[config.mk]
export PLATFORM = sky130hd
export DESIGN_NAME = neopix_rx
export DESIGN_NICKNAME = d
export VERILOG_FILES = /design/src/rtl/neopix_rx.sv
export SDC_FILE = /design/constraint.sdc
export NUM_CORES = 1
export LEC_CHECK = 0
export BUFFER_PORTS_ARGS = -buffer_cell sky130_fd_sc_hd__buf_4
export CORE_MARGIN = 4
export CORE_UTILIZATION = 45
export CTS_BUF_LIST = sky130_fd_sc_hd__clkbuf_4
export DETAILED_ROUTE_END_ITERATION = 10
export GPL_TIMING_DRIVEN = 1
export PLACE_DENSITY = 0.58
export REMOVE_ABC_BUFFERS = 1
export SLEW_MARGIN = 5
export SYNTH_ARGS = -nofsm -noshare
export SYNTH_HDL_FRONTEND = slang
export SYNTH_SLANG_ARGS = --single-unit
[constraint.sdc]
create_clock -name clk_i -period 3.7 [get_ports clk_i]
set_input_delay 0.37 -clock clk_i [delete_from_list [all_inputs] [get_ports clk_i]]
set_output_delay 0.37 -clock clk_i [all_outputs]
set_load 0.02 [all_outputs]
[src/rtl/neopix_rx.sv]
`timescale 1ns/1ps
// neopix_rx: WS2812 single-wire bitstream decoder feeding a small FWFT pixel FIFO.
// Define NEOPIX_RX_PASSTHRU_EN to act as one strip node (first pixel captured, rest forwarded on do_o).
module neopix_rx #(
  parameter int SYSTEM_CLOCK  = 50000000,
  parameter int BIT_THRESH_NS = 600,
  parameter int MIN_PULSE_NS  = 150,
  parameter int LATCH_NS      = 50000,
  parameter int FIFO_DEPTH    = 4
) (
  input  logic        clk_i,
  input  logic        reset_ni,
  input  logic        di_i,
  output logic [23:0] pix_o,
  output logic        pix_sof_o,
  output logic        pix_valid_o,
  input  logic        pix_ready_i,
  output logic        frame_end_o,
  output logic [15:0] pix_count_o,
  output logic        overflow_o,
  output logic        bsy_o,
  output logic        do_o
);

  localparam int CLK_MHZ    = SYSTEM_CLOCK / 1000000;
  localparam int THRESH_CYC = CLK_MHZ * BIT_THRESH_NS / 1000;
  localparam int MIN_CYC    = CLK_MHZ * MIN_PULSE_NS / 1000;
  localparam int LATCH_CYC  = CLK_MHZ * LATCH_NS / 1000;
  localparam int CW         = $clog2(LATCH_CYC + 1);
  localparam int AW         = $clog2(FIFO_DEPTH);
  localparam logic [CW-1:0] THRESH_C = CW'(THRESH_CYC);
  localparam logic [CW-1:0] MIN_C    = CW'(MIN_CYC);
  localparam logic [CW-1:0] LATCH_C  = CW'(LATCH_CYC);

`ifdef NEOPIX_RX_PASSTHRU_EN
  localparam bit PASSTHRU = 1'b1;
`else
  localparam bit PASSTHRU = 1'b0;
`endif

  typedef enum logic [1:0] {SYNC, IDLE, HIGH, LOW} state_t;
  state_t state, state_next;

  logic          sync1, sync2, line_q;
  logic          rise, fall, cnt_max;
  logic [CW-1:0] cnt;
  logic          take_bit, abort, latch, bit_val;
  logic [22:0]   shreg;
  logic [23:0]   pix_next;
  logic [4:0]    bit_cnt;
  logic          first, fwd;
  logic [15:0]   frame_cnt;
  logic          push_v, push_sof;
  logic [23:0]   push_pix;

  // line_q is the synchronised line one clock late; edges are seen one clock after sync2 moves.
  always_ff @(posedge clk_i or negedge reset_ni) begin
    if (!reset_ni) begin
      sync1  <= 1'b0;
      sync2  <= 1'b0;
      line_q <= 1'b0;
    end else begin
      sync1  <= di_i;
      sync2  <= sync1;
      line_q <= sync2;
    end
  end

  assign rise    = sync2 & ~line_q;
  assign fall    = ~sync2 & line_q;
  assign cnt_max = (cnt == LATCH_C);

  always_ff @(posedge clk_i or negedge reset_ni) begin
    if (!reset_ni)           cnt <= '0;
    else if (rise || fall)   cnt <= '0;
    else if (!cnt_max)       cnt <= cnt + 1'b1;
  end

  always_ff @(posedge clk_i or negedge reset_ni) begin
    if (!reset_ni) state <= SYNC;
    else           state <= state_next;
  end

  always_comb begin
    state_next = state;
    take_bit   = 1'b0;
    abort      = 1'b0;
    latch      = 1'b0;
    case (state)
      SYNC: if (!sync2 && cnt_max) state_next = IDLE;
      IDLE: if (rise) state_next = HIGH;
      HIGH: begin
        if (fall) begin
          state_next = LOW;
          take_bit   = (cnt >= MIN_C);
        end else if (cnt_max) begin
          abort      = 1'b1;
          state_next = SYNC;
        end
      end
      LOW: begin
        if (rise) begin
          state_next = HIGH;
        end else if (cnt_max) begin
          latch      = 1'b1;
          state_next = IDLE;
        end
      end
      default: state_next = SYNC;
    endcase
  end

  assign bit_val  = (cnt >= THRESH_C);
  assign pix_next = {shreg, bit_val};

  // Once fwd is set (passthrough only) the remaining bits of the frame belong downstream.
  always_ff @(posedge clk_i or negedge reset_ni) begin
    if (!reset_ni) begin
      shreg       <= '0;
      bit_cnt     <= '0;
      bsy_o       <= 1'b0;
      first       <= 1'b1;
      fwd         <= 1'b0;
      frame_cnt   <= '0;
      push_v      <= 1'b0;
      push_sof    <= 1'b0;
      push_pix    <= '0;
      frame_end_o <= 1'b0;
      pix_count_o <= '0;
    end else begin
      push_v      <= 1'b0;
      frame_end_o <= 1'b0;
      if (abort || latch) begin
        bit_cnt   <= '0;
        bsy_o     <= 1'b0;
        fwd       <= 1'b0;
        first     <= 1'b1;
        frame_cnt <= '0;
        if (latch && bsy_o) begin
          frame_end_o <= 1'b1;
          pix_count_o <= frame_cnt;
        end
      end else if (take_bit && !fwd) begin
        shreg <= pix_next[22:0];
        bsy_o <= 1'b1;
        if (bit_cnt == 5'd23) begin
          bit_cnt  <= '0;
          push_v   <= 1'b1;
          push_pix <= pix_next;
          push_sof <= first;
          first    <= 1'b0;
          if (frame_cnt != 16'hFFFF) frame_cnt <= frame_cnt + 1'b1;
          if (PASSTHRU) fwd <= 1'b1;
        end else begin
          bit_cnt <= bit_cnt + 1'b1;
        end
      end
    end
  end

  // Pixel port: a word transfers on a clock edge where pix_valid_o && pix_ready_i are both high;
  // pix_valid_o never depends on pix_ready_i and the head word holds until it is taken.
  logic [24:0] mem [FIFO_DEPTH];
  logic [AW:0] wr_ptr, rd_ptr;
  logic        empty, full, pop, wr;

  assign empty = (wr_ptr == rd_ptr);
  assign full  = (wr_ptr[AW] != rd_ptr[AW]) && (wr_ptr[AW-1:0] == rd_ptr[AW-1:0]);
  assign pop   = !empty && pix_ready_i;
  assign wr    = push_v && (!full || pop);

  always_ff @(posedge clk_i or negedge reset_ni) begin
    if (!reset_ni) begin
      wr_ptr     <= '0;
      rd_ptr     <= '0;
      overflow_o <= 1'b0;
      for (int i = 0; i < FIFO_DEPTH; i++) mem[i] <= '0;
    end else begin
      if (wr) begin
        mem[wr_ptr[AW-1:0]] <= {push_sof, push_pix};
        wr_ptr              <= wr_ptr + 1'b1;
      end
      if (pop) rd_ptr <= rd_ptr + 1'b1;
      if (push_v && full && !pop) overflow_o <= 1'b1;
    end
  end

  assign pix_valid_o           = !empty;
  assign {pix_sof_o, pix_o}    = mem[rd_ptr[AW-1:0]];

`ifdef NEOPIX_RX_PASSTHRU_EN
  always_ff @(posedge clk_i or negedge reset_ni) begin
    if (!reset_ni) do_o <= 1'b0;
    else           do_o <= fwd & sync2;
  end
`else
  assign do_o = 1'b0;
`endif

endmodule

==> impl_metrics.toml, run 1 <==
[timing]
max-slew-margin-rel_pct = 34.0
worst_pin_slew_ns = 0.990
hold_viol = 0
tns_ns = 0
grt_setup_unrepaired = "false"
fin_crit_ns = 2.71
finalMaxSlewViolations = 0
layout_worst_path_cycle_share_pct = 73.2
finClkSkew_ns = 0.0534
fmax_mhz = 369
setup_viol = 0

[synthesis]
synth_edf_count = 0
ys_types = 52
ys_top_cells_by_area = "dfrtp_1, mux2_2, mux4_2"
synth.cell_area_um2 = 9220
synth_common_cells = "dfrtp_1, mux2_2, nand2_1"
yosys.area.top_type = "dfrtp_1"
syn_avg_cell_area_um2 = 13.4
yosysWarnings = 0
synth_top_cell_area_share_pct = 57.5
ys.flop_type = "dfrtp_1"
post-synth-top-count-cell = "dfrtp_1"
ys_seq_area_share_pct = 57.8
synth-async-reset-ratio_pct = 100
ys_ff_latch = 213
synthCells = 689

[setup_path]
critPathRequiredTime_ns = 3.33
slowest_stage = "mux4_2"
arrival_ns = 2.34
cp_slowest_stage_delay_ns = 0.62
setup.worst_path.class = "reg2out"
crit_fanout = 27
crit_path_end_kind = "output pin"
crit_family = "buffers and inverters"
startpoint_type = "register"
critPathBufInv = 2
path_cells = "buf_4 > mux4_2 > buf_4"
worst_path_most_repeated_cell = "buf_4"

[clock_network]
clk_latency_ns = 0.66
clk_path_buf_depth = 3
cts_tree = "built"
cts_num_sinks = 213
clk_pin_slew_ns = 0.06
cts_setup_buffers = 0
ctsRootBufferMaster = "clkbuf_4"
cts_buffers = 56
cts-htree-levels = 2

[floorplanning]
die_height_um = 151
start_util_pct = 45.7
die_x_um = 151
rows = 52
fp.coreArea_um2 = 20200
num_io_pins = 50
die_area_um2 = 22800

[route]
wl_per_cell_um = 16.8
via_per_inst = 5.24
wl_um = 18200
remaining_drc_errors = 0
via_count = 5679
ant_nets = 0
first_pass_iters = 4
drtIter0Drc = 203

[global_routing]
grt_pass1_wl_um = 30800
grt_max_degree = 103
first_global_vias = 6170
antenna_found_initial = 1
overflow = 0
grtUsageTotal_pct = 16.9

[cells_and_area]
fillCellCount = 1785
nNetsFinal = 791
drive_gt1_share_pct = 39.6
area_growth_pct = 14.5
design_area_um2 = 10600
final_cells = 1084

[placement]
placed_cells = 984
portBuffers = 48
dpl-instance-area_um2 = 9860
gp_congestion = 0.810
dp_hpwl_um = 11100

[flow_run]
drv_cap = 0

[power_and_ir_drop]
worst_ir_drop_vdd_uv = 183
p_leak_nw = 5.28
powerDensity_nw_per_um2 = 448

[status]
status = "completed"

[worst_hold_path]
hold_class = "reg2reg"
[routing by layer]
metal / vias to the layer above / GRT usage [%] / part of all wire, % / wire (um)
li1: 2656 / - / - / -
met1: 2887 / 21.7 / 45 / 8110
met2: 106 / 28.1 / 50 / 9010
met3: 30 / 4.46 / 4.5 / 824
met4: 0 / 5.21 / 1.4 / 250
met5: - / 0 / 0 / 0
[layout by cell type, fill, tap and decap left out, types with 7 or more instances in the layout]
cell | Yosys | layout
dfrtp_1 | 212 | 211
mux2_2 | 141 | 141
nand2_1 | 89 | 89
clkbuf_4 | 0 | 80
buf_4 | 3 | 55
nor2_1 | 26 | 25
mux4_2 | 25 | 25
xnor2_1 | 16 | 16
o21ai_0 | 12 | 12
nand3_1 | 12 | 12
ha_1 | 12 | 12
nand4_1 | 10 | 10
nor4_1 | 10 | 10
inv_1 | 10 | 10
clkinv_1 | 0 | 9
and2_1 | 7 | 7
[timing repair]
item                      4_1_cts  5_1_grt
hold endpoints to repair      102        0
resized for setup               0        0
hold buffers                    3        0
[flip-flops by register name (all words and copies together) (netlist names), 2 cells and up]
name / flops
mem: 100
push_pix: 24
shreg: 23
frame_cnt: 16
pix_count_o: 16
cnt: 12
bit_cnt: 5
rd_ptr: 3
wr_ptr: 3
state: 2
[layout make-up]
class                   instances  area, um^2  area share (%)
clock buffers                  80         601            5.69
multi-input cells             434        3700            35.0
well taps                     270         338            3.20
flip-flops and latches        213        5330            50.5
inverters                      10        37.5           0.355
clock inverters                16        73.8           0.699
repair buffers                 60         477            4.51
diodes                          1        2.50          0.0237
[report_power, final]
| group | leakage (nW) | switching, W | internal, W |
|---|---|---|---|
| combinational | 1.93 | 0.000257 | 0.000174 |
| sequential | 2.95 | 0.0000211 | 0.00235 |
| clock | 0.402 | 0.000929 | 0.000992 |
| total | 5.28 | 0.00121 | 0.00352 |
[cells by family after synthesis]
logic type,after synthesis,share of synthesized area [%]
XOR/XNOR,22,2.09
adder cells (fa/ha/maj),12,1.63
AND/OR/NAND/NOR,191,9.98
buffers and inverters,42,2.16
AO/OA/AOI/OAI,42,2.97
other,1,0.0407
flip-flops,213,57.8
multiplexers,166,23.3
[stage by stage]
step                utilization [%]  power [W]  setup WS (ns)  hold slack (ns)
global route                   52.4    0.00501          0.766            0.331
floorplan                         -    0.00270          0.566           0.0744
CTS                            52.4    0.00485          0.847            0.323
global placement               48.9    0.00286           1.13            0.334
finish                         52.4    0.00473          0.993            0.357
detailed placement             48.9    0.00287          0.997            0.348
[path summary, 6_finish.rpt]
path	startpoint	to	slack (ns)	cells past startpoint
worst max-delay path	rd_ptr[0]	pix_o[7]	0.99	3
worst min-delay path	sync1	sync2	0.36	0
worst max register to register	cnt[6]	push_pix[19]	1.02	5
worst min register to register	sync1	sync2	0.36	0
max in group asynchronous	reset_ni	first	2.34	3
min in group asynchronous	reset_ni	mem[98]	0.38	2
Power figures use the tool's default switching activity.
==> inputs of run 2 (changes only) <==
ABC_AREA = 1   (was default)
PLACE_DENSITY = 0.6   (was 0.58)
clock period = 2.45 ns   (was 3.7 ns; I/O delays follow)
==> run 2 against run 1 <==
Setup slack got worse by 0.86 ns. Total power rose by 46%. Worst hold slack lost 0.25 ns. First-iteration DRC count grew 120%. Synthesized cell count increased by 78%. Sequential share of layout area decreased by 3.7 points. Via count up 45%. Clock-buffer cell count up 15. Critical endpoint is now pix_o[1]. Largest cell class unchanged. Highest routed layer unchanged.
==> impl_metrics.toml, run 2 <==
[setup_path]
setup.worst_path.class = "reg2out"
cp_slowest_stage_delay_ns = 0.52
critPathBufInv = 2
startpoint_type = "register"
critPathRequiredTime_ns = 2.20
arrival_ns = 2.08
crit_fanout = 20
crit_path_end_kind = "output pin"
path_cells = "buf_6 > o21ai_0 > o22ai_1 > buf_4"
crit_family = "flip-flops"
slowest_stage = "dfrtp_1"

[placement]
gp_congestion = 0.832
place_ws_ns = 0.272
portBuffers = 48
placed_cells = 1510
dp_hpwl_um = 14600

[timing]
layout_worst_path_cycle_share_pct = 94.7
fmax_mhz = 431
fin_crit_ns = 2.32
grt_setup_unrepaired = "false"
hold_viol = 0
timing.final.ws_setup_ns = 0.129
worst_pin_slew_ns = 0.682
finClkSkew_ns = 0.0543
finalMaxSlewViolations = 0
setup_viol = 0
max-slew-margin-rel_pct = 54.4

[cells_and_area]
final_cells = 1619
layout_commonest_cell = "nand2_1"
top_regs = "mem: 100 flops, push_pix: 24 flops, shreg: 23 flops"
drive_gt1_share_pct = 16.8
top_register = "mem"
nNetsFinal = 1309
area_growth_pct = 13.6
largest_register_ff_count = 100
layout_common_cells = "nand2_1, dfrtp_1, nand3_1"

[synthesis]
yosys.area_share.adder_pct = 1.50
synthXorXnorAreaFrac_pct = 1.40
syn_avg_cell_area_um2 = 8.19
synth_top_cell_area_share_pct = 52.8
ys.flop_type = "dfrtp_1"
synthSimpleGateAreaFrac_pct = 31.6
yosys.area.top_type = "dfrtp_1"
yosysWarnings = 0
ys_top_cells_by_area = "dfrtp_1, nand2_1, nand3_1"
post-synth-top-count-cell = "nand2_1"
synth_common_cells = "nand2_1, dfrtp_1, nand3_1"
synth-async-reset-ratio_pct = 100
ys_ff_latch = 213
synth_compound_area_share_pct = 6.63
synth_edf_count = 0
synth.cell_area_um2 = 10000
synth.area.mux_share_pct = 0
ys_types = 43
ys_seq_area_share_pct = 53.1
synthCells = 1226
synth_top_family_by_area = "simple AND/OR/NAND/NOR gates"

[floorplanning]
die_x_um = 157
start_util_pct = 45.9
fp.coreArea_um2 = 21900
num_io_pins = 50
die_height_um = 157
rows = 54
die_area_um2 = 24800

[global_routing]
antenna_found_initial = 1
overflow = 0
grtUsageTotal_pct = 20.4
grt_max_degree = 80
first_global_vias = 8099
grt_pass1_wl_um = 41100

[clock_network]
cts_buffers = 58
cts-htree-levels = 2
clk_pin_slew_ns = 0.06
ctsRootBufferMaster = "clkbuf_4"
cts_tree = "built"
cts_setup_buffers = 0
cts_num_sinks = 213
clk_latency_ns = 0.69
clk_path_buf_depth = 3

[route]
first_pass_iters = 5
wl_per_cell_um = 15.2
drtIter0Drc = 447
wl_um = 24600
via_count = 8219
via_per_inst = 5.08
remaining_drc_errors = 0
ant_nets = 0

[power_and_ir_drop]
p_total_w = 0.00689
worst_ir_drop_vdd_uv = 278
p_leak_nw = 6.20
powerDensity_nw_per_um2 = 604

[worst_hold_path]
hold_class = "in2async"

[flow_run]
drv_cap = 0

[status]
status = "completed"
[run 2: changes by cell type in the layout (fill, tap and decap cells not counted), moves of 15 or more]
cell	change
nand2_1	+377
mux2_2	-141
nand3_1	+111
nor2_1	+72
o21ai_0	+62
inv_1	+31
mux4_2	-25
o22ai_1	+25
nand2_2	+17
clkbuf_4	+15
[run 2: repair_timing]
action,4_1_cts,5_1_grt
endpoints found under the hold margin,130,0
gates resized for setup,1,4
hold buffers,3,0
setup endpoints to repair,7,7
[run 2: routing by layer]
metal	global-route usage [%]	share of wire [%]	vias to the layer above
met2	34.5	49	194
li1	-	-	4104
met5	0	0	-
met1	26.6	44	3876
met3	4.07	5.1	45
met4	6.27	2.2	0
[run 2: logic make-up after synthesis]
family          after synthesis
simple gates                744
flops                       213
compound gates              123
buf+inv                     117
xor+xnor                     16
fa+ha+maj                    12
other cells                   1
[run 2: worst paths after layout]
check,depth (start not counted),endpoint,slack [ns],start
hold / removal,2,mem[23],0.11,reset_ni
hold reg to reg,0,sync2,0.35,sync1
min in group clk_i,2,sync1,0.26,di_i
setup reg to reg,9,mem[38],0.21,rd_ptr[1]
max in group asynchronous,3,wr_ptr[0],1.54,reset_ni
setup / recovery,4,pix_o[1],0.13,rd_ptr[1]
[run 2: stage by stage]
stage	hold slack (ns)	cell area, um^2	utilization, %	setup TNS (ns)
global placement	0.281	10600	48.4	0
detailed placement	0.279	10600	48.4	0
finish	0.109	11400	52.1	0
floorplan	-0.0506	9670	-	-15.76
global route	0.122	11400	52.1	0
CTS	0.107	11400	52.0	0
[run 2: where the power goes]
group,switching (W),internal [W]
logic,0.000107,0.0000346
clock network,0.00147,0.00174
registers,0.0000121,0.00353
total,0.00159,0.00530
[run 2: layout make-up]
type | instances | area, um^2
antenna | 1 | 2.50
clock buffer | 95 | 713
clock inverter | 10 | 47.5
fill | 2158 | 10500
inverter | 54 | 206
multi-input combinational | 896 | 4140
sequential | 213 | 5330
tap | 280 | 350
timing repair buffer | 70 | 618
